<file path="src/rtl/ssd1306_pkg.sv">
// Shared constants and types for the SSD1306 text path.
// Font geometry, ROM addressing and glyph-streamer FSM states.
package ssd1306_pkg;

  localparam int          GLYPH_W      = 8;
  localparam int          LINE_CHARS   = 16;
  localparam int          DISPLAY_COLS = 128;
  localparam int          FONT_ADDR_W  = 11;
  localparam int          FIFO_DEPTH   = 2;
  localparam logic [7:0]  SUBST_CHAR   = 8'h3F;

  typedef enum logic {
    IDLE,
    FETCH
  } state_e;

endpackage

</file>
<file path="src/rtl/char_glyph_streamer_fifo.sv">
// byte_fifo: small synchronous FIFO with count and sync clear.
// Ports: clk, rst_n, clr, push/din, pop/dout, count, empty.
module byte_fifo #(
  parameter  int DEPTH = 2,
  parameter  int W     = 9,
  localparam int AW    = (DEPTH > 1) ? $clog2(DEPTH) : 1,
  localparam int CNTW  = $clog2(DEPTH + 1)
) (
  input  logic            clk,
  input  logic            rst_n,
  input  logic            clr,
  input  logic            push,
  input  logic [W-1:0]    din,
  input  logic            pop,
  output logic [W-1:0]    dout,
  output logic [CNTW-1:0] count,
  output logic            empty
);

  logic [W-1:0]    mem [DEPTH];
  logic [AW-1:0]   wr_q;
  logic [AW-1:0]   rd_q;
  logic [CNTW-1:0] cnt_q;

  function automatic logic [AW-1:0] nxt(
    input logic [AW-1:0] p
  );
    return (p == AW'(DEPTH - 1)) ? '0 : p + AW'(1);
  endfunction

  always_ff @(posedge clk or negedge rst_n) begin
    if (!rst_n) begin
      wr_q  <= '0;
      rd_q  <= '0;
      cnt_q <= '0;
      for (int i = 0; i < DEPTH; i++)
        mem[i] <= '0;
    end else if (clr) begin
      wr_q  <= '0;
      rd_q  <= '0;
      cnt_q <= '0;
    end else begin
      if (push) begin
        mem[wr_q] <= din;
        wr_q      <= nxt(wr_q);
      end
      if (pop)
        rd_q <= nxt(rd_q);
      cnt_q <= cnt_q + CNTW'(push) - CNTW'(pop);
    end
  end

  assign count = cnt_q;
  assign empty = (cnt_q == '0);
  // Empty FIFO presents zeros rather than a stale entry.
  assign dout  = empty ? '0 : mem[rd_q];

endmodule

</file>
<file path="src/rtl/char_glyph_streamer.sv">
// char_glyph_streamer: ASCII codes in, font-ROM column bytes out.
// Ports: char_* stream in, rom_* font ROM, px_* byte stream out.
module char_glyph_streamer #(
  parameter int         GLYPH_W    = ssd1306_pkg::GLYPH_W,
  parameter int         LINE_CHARS = ssd1306_pkg::LINE_CHARS,
  parameter logic [7:0] SUBST_CHAR = ssd1306_pkg::SUBST_CHAR,
  parameter int         FIFO_DEPTH = ssd1306_pkg::FIFO_DEPTH
) (
  input  logic        clk,
  input  logic        rst_n,
  input  logic        clr,
  input  logic        char_valid,
  input  logic [7:0]  char_code,
  output logic        char_ready,
  output logic        rom_en,
  output logic [ssd1306_pkg::FONT_ADDR_W-1:0] rom_addr,
  input  logic [7:0]  rom_data,
  output logic        px_valid,
  output logic [7:0]  px_data,
  output logic        px_last,
  input  logic        px_ready
);

  import ssd1306_pkg::*;

  localparam int CW   = $clog2(GLYPH_W);
  localparam int LW   = $clog2(LINE_CHARS);
  localparam int CNTW = $clog2(FIFO_DEPTH + 1);

  state_e          state_q;
  state_e          state_d;
  logic [CW-1:0]   col_q;
  logic [6:0]      glyph_q;
  logic [LW-1:0]   line_q;
  logic            rdy_q;
  logic            infl_q;
  logic            infl_last_q;

  logic            hs;
  logic            issue;
  logic            last_col;
  logic            last_char;
  logic            credit;
  logic            pop;
  logic            push;
  logic [CNTW-1:0] fifo_count;
  logic            fifo_empty;
  logic [8:0]      fifo_dout;

  assign hs        = char_valid & rdy_q;
  assign pop       = px_valid & px_ready;
  assign push      = infl_q & ~clr;
  assign last_col  = (col_q == CW'(GLYPH_W - 1));
  assign last_char = (line_q == LW'(LINE_CHARS - 1));

  // A byte leaving this cycle frees its slot, so reads
  // stay back-to-back while downstream keeps up.
  assign credit = (int'(fifo_count) + int'(infl_q)
                   - int'(pop)) < FIFO_DEPTH;

  always_comb begin
    state_d = state_q;
    issue   = 1'b0;
    unique case (state_q)
      IDLE: begin
        if (hs)
          state_d = FETCH;
      end
      FETCH: begin
        issue = credit;
        if (credit && last_col)
          state_d = IDLE;
      end
      default: state_d = IDLE;
    endcase
    if (clr)
      state_d = IDLE;
  end

  always_ff @(posedge clk or negedge rst_n) begin
    if (!rst_n) begin
      state_q     <= IDLE;
      col_q       <= '0;
      glyph_q     <= '0;
      line_q      <= '0;
      rdy_q       <= 1'b0;
      infl_q      <= 1'b0;
      infl_last_q <= 1'b0;
    end else begin
      state_q     <= state_d;
      rdy_q       <= (state_d == IDLE) & ~clr;
      infl_q      <= issue & ~clr;
      infl_last_q <= issue & last_col & last_char & ~clr;
      if (clr) begin
        col_q  <= '0;
        line_q <= '0;
      end else if (hs) begin
        glyph_q <= char_code[7] ? SUBST_CHAR[6:0]
                                : char_code[6:0];
        col_q   <= '0;
      end else if (issue) begin
        col_q <= col_q + CW'(1);
        if (last_col)
          line_q <= last_char ? '0 : line_q + LW'(1);
      end
    end
  end

  byte_fifo #(
    .DEPTH (FIFO_DEPTH),
    .W     (9)
  ) u_fifo (
    .clk   (clk),
    .rst_n (rst_n),
    .clr   (clr),
    .push  (push),
    .din   ({infl_last_q, rom_data}),
    .pop   (pop),
    .dout  (fifo_dout),
    .count (fifo_count),
    .empty (fifo_empty)
  );

  assign char_ready         = rdy_q;
  assign rom_en             = issue;
  assign rom_addr           = FONT_ADDR_W'({glyph_q, col_q});
  assign px_valid           = ~fifo_empty;
  assign {px_last, px_data} = fifo_dout;

endmodule
</file>
<file path="config.mk">
export PLATFORM = sky130hd
export DESIGN_NAME = char_glyph_streamer
export DESIGN_NICKNAME = d
export VERILOG_FILES = /design/src/rtl/ssd1306_pkg.sv /design/src/rtl/char_glyph_streamer_fifo.sv /design/src/rtl/char_glyph_streamer.sv
export SDC_FILE = /design/constraint.sdc
export NUM_CORES = 1
export LEC_CHECK = 0
export ABC_AREA = 1
export CORE_UTILIZATION = 51
export CTS_CLUSTER_DIAMETER = 80
export DETAILED_ROUTE_END_ITERATION = 12
export PLACE_DENSITY = 0.8
export RECOVER_POWER = 25
export SLEW_MARGIN = 20
export SYNTH_ARGS = -nofsm -noshare
export SYNTH_HDL_FRONTEND = slang
export SYNTH_HIERARCHICAL = 1
export SYNTH_SLANG_ARGS = --single-unit
</file>
<file path="constraint.sdc">
create_clock -name clk -period 2.83 [get_ports clk]
set_input_delay 0.566 -clock clk [delete_from_list [all_inputs] [get_ports clk]]
set_output_delay 0.566 -clock clk [all_outputs]
set_load 0.02 [all_outputs]
</file>
# Word-level counts from Yosys, hierarchy flattened
# Cells that the tools add are included.
# word_totals
register_bits	40
elab_cells	80
memories	0
ramBits	0
mem_bits_ro	0
input_bits	21
latchBits	0
# op_classes
n_shift	0
reduce_logical	11
addsub	8
n_lt_le_gt_ge	4
n_bitwise	14
mul	0
n_eq_ne	3
mux	28
div	0
# op_table
operator	count
9-bit 2-to-1 mux	5
4-bit 2-to-1 mux	5
18-bit bitwise mux	1
1-bit 2-to-1 mux	10
9-bit demux with 1-bit select	1
3-bit 2-to-1 mux	3
1-bit AND	8
2-bit nonzero test	4
7-bit 2-to-1 mux	1
4-bit by 1-bit adder with 4-bit output (second input constant)	1
4-bit == test (second input constant)	1
2-bit greater-or-equal comparator (second input constant)	2
4-bit by 3-bit less-than comparator with 1-bit output (second input constant)	1
1-bit inverter	4
1-bit inverter with 2-bit output	2
2-bit AND reduction	2
3-bit by 1-bit subtractor with 4-bit output	1
2-bit by 1-bit adder with 3-bit output	1
3-bit by 1-bit adder with 3-bit output (second input constant)	1
3-bit == test (second input constant)	1
3-bit AND reduction	1
3-bit nonzero test	1
1-bit adder (second input constant)	2
2-bit by 1-bit adder with 2-bit output	1
other kinds (7)	8

# Depth between registers and ports, before layout
# logic_depth
word_depth	11
ltp_mapped	13

# Hierarchy
# The synthesis kept the hierarchy.
# modules_own_cells
module	area_each_um2	cells_per_inst	instances
byte_fifo	1094.8	121	1
char_glyph_streamer	1004.7	119	1

# Worst setup path after synthesis
# OpenSTA, ideal clock, no wires.
# synth_timing
kind	register to output
start	register u_fifo.cnt_q[1] (netlist: u_fifo/count[1])
end	output rom_en
required_time_ps	2264
arrival_time_ps	2164
setup_slack_ps	100
stages_incl_launch_ff	9
path_cell_list	dfrtp_1 -> nor2_2 -> nor3_1 -> o21ai_0 -> fa_1 -> nand2_1 -> a21oi_4 -> nand2_4 -> inv_1
# synth_via
elab_chain_len	6
# synth_rtl
item	line_no	text
start, declared	char_glyph_streamer_fifo.sv:23	logic [CNTW-1:0] cnt_q;
start signal, assigned	char_glyph_streamer_fifo.sv:49	cnt_q <= cnt_q + CNTW'(push) - CNTW'(pop);
2-bit logical NOT	char_glyph_streamer_fifo.sv:54	assign empty = (cnt_q == '0);
named net fifo_empty	char_glyph_streamer.sv:47	logic fifo_empty;
1-bit inverter	char_glyph_streamer.sv:127	assign px_valid = ~fifo_empty;
1-bit AND	char_glyph_streamer.sv:51	assign pop = px_valid & px_ready;
3-bit by 1-bit subtractor with 4-bit output	char_glyph_streamer.sv:59	- int'(pop)) < FIFO_DEPTH;
4-bit by 3-bit less-than comparator with 1-bit output	char_glyph_streamer.sv:59	
1-bit 2-to-1 mux	char_glyph_streamer.sv:64	unique case (state_q)
end, declared	char_glyph_streamer.sv:15	output logic rom_en,
# The timed path passes the listed nets, and every way through them passes these cells.

# Worst setup path after layout
# layout_timing
start	register u_fifo.cnt_q[0] (netlist: u_fifo/count[0])
end	output rom_en
# layout_via
elab_chain_len	6
# layout_rtl
item	line_no	text
2-bit logical NOT	char_glyph_streamer_fifo.sv:54	
named net fifo_empty	char_glyph_streamer.sv:47	
1-bit inverter	char_glyph_streamer.sv:127	
1-bit AND	char_glyph_streamer.sv:51	
named net pop	char_glyph_streamer.sv:44	logic pop;
3-bit by 1-bit subtractor with 4-bit output	char_glyph_streamer.sv:59	
4-bit by 3-bit less-than comparator with 1-bit output	char_glyph_streamer.sv:59	
1-bit 2-to-1 mux	char_glyph_streamer.sv:64	
# The timed path passes the listed nets, and every way through them passes these cells.

==> reports/summary.txt <==
syn_area_per_cell - 8.75 sq um
Yosys reg bits - 40
Hold Path Depth - 2
critical path, cell by cell - nor2_4, nor2_4, nor2_2, o21ai_2, fa_1, nand2_2, a21oi_4, nand2_4, inv_2, buf_6
CTS tree - yes
initial antenna violation count - 0
GPL Wtd Cong - 0.838
Clock Sinks - 40
area grow syn2layout - 29.0%
crit end category - output port
routed wire length - 3.98 mm
hold_ws - 484 ps
worst path bufs/invs - 2
H-tree lvl count - 2
die area - 4380 sq um
Die W - 66.2 um
Startpoint Class - flip-flop
share of the synthesized area in the top cell type - 47.7%
failing checks - max-capacitance violations, max-slew violations
Die Y - 66.2 um
Worst Tran Pin Value - 2090 ps
Worst path depth - 10
worst setup path endpoint - rom_en
DR iter-0 viols - 99
vias per inst - 4.94
Core Area - 3800 sq um
Worst path top cell family by delay - adder cells
Top cell by count, worst path - nor2_4
reg2reg start - u_fifo/count[0]
LEAKAGE - 1.30 nW
final antenna-violating net count - 0
Synth top cells by count - nand2_1, dfrtp_1, inv_1, nor2_1
port buffer count - 42
Yosys top cell by area - dfrtp_1
Crit-path slowest cell - fa_1
vias in the first global route - 1,667
library cells used by synthesis - 27
DRC - 0
Final Net Count - 321
Hold Vio Cnt, Final - 0
clk_lat worst skew - 280 ps
drt pass-1 iters - 4
clk buf depth - 2
Initial Util - 55.3%
Post-synth ARST share - 100%
fraction of layout cells with a size suffix above 1 - 19.8%
Period minus WS final - 2730 ps
RR Endpoint - line_q[3]
# diodes - 0
Post-synth EDFFs - 0
f_max - 367 MHz
Critical Path Fanout Max - 4
Synth warnings - 6
status - complete, but fails checks
Area after DPL - 2580 sq um
top-count cell post-synth - nand2_1
Hold WC Path Type - flip-flop to flip-flop
largest stage delay on the critical path - 530 ps
Worst Path Class, Setup - flip-flop to output port
final setup fails - 0
Final HPWL DP - 2.86 mm
top_reg_cell synth - dfrtp_1
CP Data Required Time - 2260 ps
Worst setup startpoint - u_fifo/count[0]
Slew HR - -39.1%
R2R cell count - 14
max_cap viols - 1
largest net degree at the start of global routing - 41
post-DR wirelength/cell - 11.7 um
CTS buffer count - 5
unrepaired setup endpoints after global routing - false
CTS clk-pin slew, worst paths - 70 ps
post-route cell area - 2710 sq um
vias post-DR - 1,686
Mapped Area - 2100 sq um
flop-to-flop setup slack - 430 ps
post-synthesis sequential area ratio - 47.7%
GRT Util Overall - 21.9%
critical hold path startpoint - u_fifo/mem[13]
total gr overflow - 0
fin crit share - 96.3%
peak supply drop - 0.000476 V
syn_nets - 268
Synth Instances - 240
WP data arrival - 2160 ps
Final Max Slew Viols - 41
synth top area cells - dfrtp_1, nand2_1, o21ai_2
hold_buf cts - 0
Site Rows - 22
first-pass GRT wire length - 7.20 mm
I/O Pins - 44
clk root buf - clkbuf_8
P per Cell Area - 714 nW/um^2
clock skew - 4.55 ps
==> state kept, by name, indices dropped and copies added (netlist names) <==
signal and cells:
char_ready 1, col_q 3, glyph_q 7, infl_last_q 1, infl_q 1, line_q 4, state_q 1, u_fifo/count 2
u_fifo/mem 18, u_fifo/rd_q 1, u_fifo/wr_q 1
==> cell families after synthesis <==
group	count (synthesis)	share of synthesized area (%)
AO/OA/AOI/OAI	40	13.3
XOR/XNOR	1	0.417
adder cells (fa/ha/maj)	7	4.53
buffers and inverters	33	7.09
flip-flops	40	47.7
other	1	0.179
AND/OR/NAND/NOR	118	26.8
==> worst min-delay path, cell delays in order (launching register included) <==
cell	delay [ps]
dfrtp_1	350
nand2_1	60
o21ai_2	50
==> routing by layer <==
layer	GRT usage (%)	vias to the layer above	wire (um)
li1	-	865	-
met1	27.6	783	1920
met2	37.1	34	1880
met3	4.83	4	135
met4	6.91	0	42
met5	0	-	0
==> through the flow <==
stage	power [W]	cells	TNS, ps	setup WS, ps	utilization [%]
2_1_floorplan	0.00126	240	0	100	-
3_3_place_gp	0.00153	331	-563	-563	67.9
3_5_place_dp	0.00156	331	-943	-705	67.9
4_1_cts	0.00195	340	0	12.1	71.1
5_1_grt	0.00208	341	0	1.19	71.3
6_report	0.00193	341	0	104	71.3
==> worst min path at each step <==
stage,endpoint,slack [ps]
after detailed placement,u_fifo/mem[11],470
after global placement,u_fifo/mem[7],460
final,u_fifo/mem[13],480
after global routing,u_fifo/mem[8],510
after CTS,u_fifo/mem[14],430
after floorplan,char_ready,270
==> repair_timing <==
item,CTS,global route
buffers inserted,2,1
endpoints found under the setup margin,1,1
pin swaps,6,3
resized for setup,17,1
endpoints found under the hold margin,0,0
==> cell type report <==
| type | instances | area [sq um] |
|---|---|---|
| timing repair buffer | 52 | 493 |
| inverter | 27 | 101 |
| clock buffer | 6 | 72.6 |
| sequential | 40 | 1000 |
| fill | 312 | 1090 |
| clock inverter | 1 | 5.00 |
| tap | 48 | 60.1 |
| multi-input combinational | 167 | 975 |
==> cells in the final DEF, fill, tap and decap left out, types with 6 or more instances in the layout <==
cell type        count
dfrtp_1             39
o21ai_2             19
nand2_1             63
a21oi_1             18
nor2_1              23
clkdlybuf4s50_1     39
buf_4                9
ha_1                 6
nand3_1             12
inv_1               22
==> power breakdown <==
part / switching, W / internal [W] / leakage, nW
logic: 0.000444 / 0.000358 / 0.739
registers: 0.0000966 / 0.000691 / 0.518
clock network: 0.000177 / 0.000167 / 0.0410
total: 0.000718 / 0.00122 / 1.30
(Power assumes the default switching activity.)
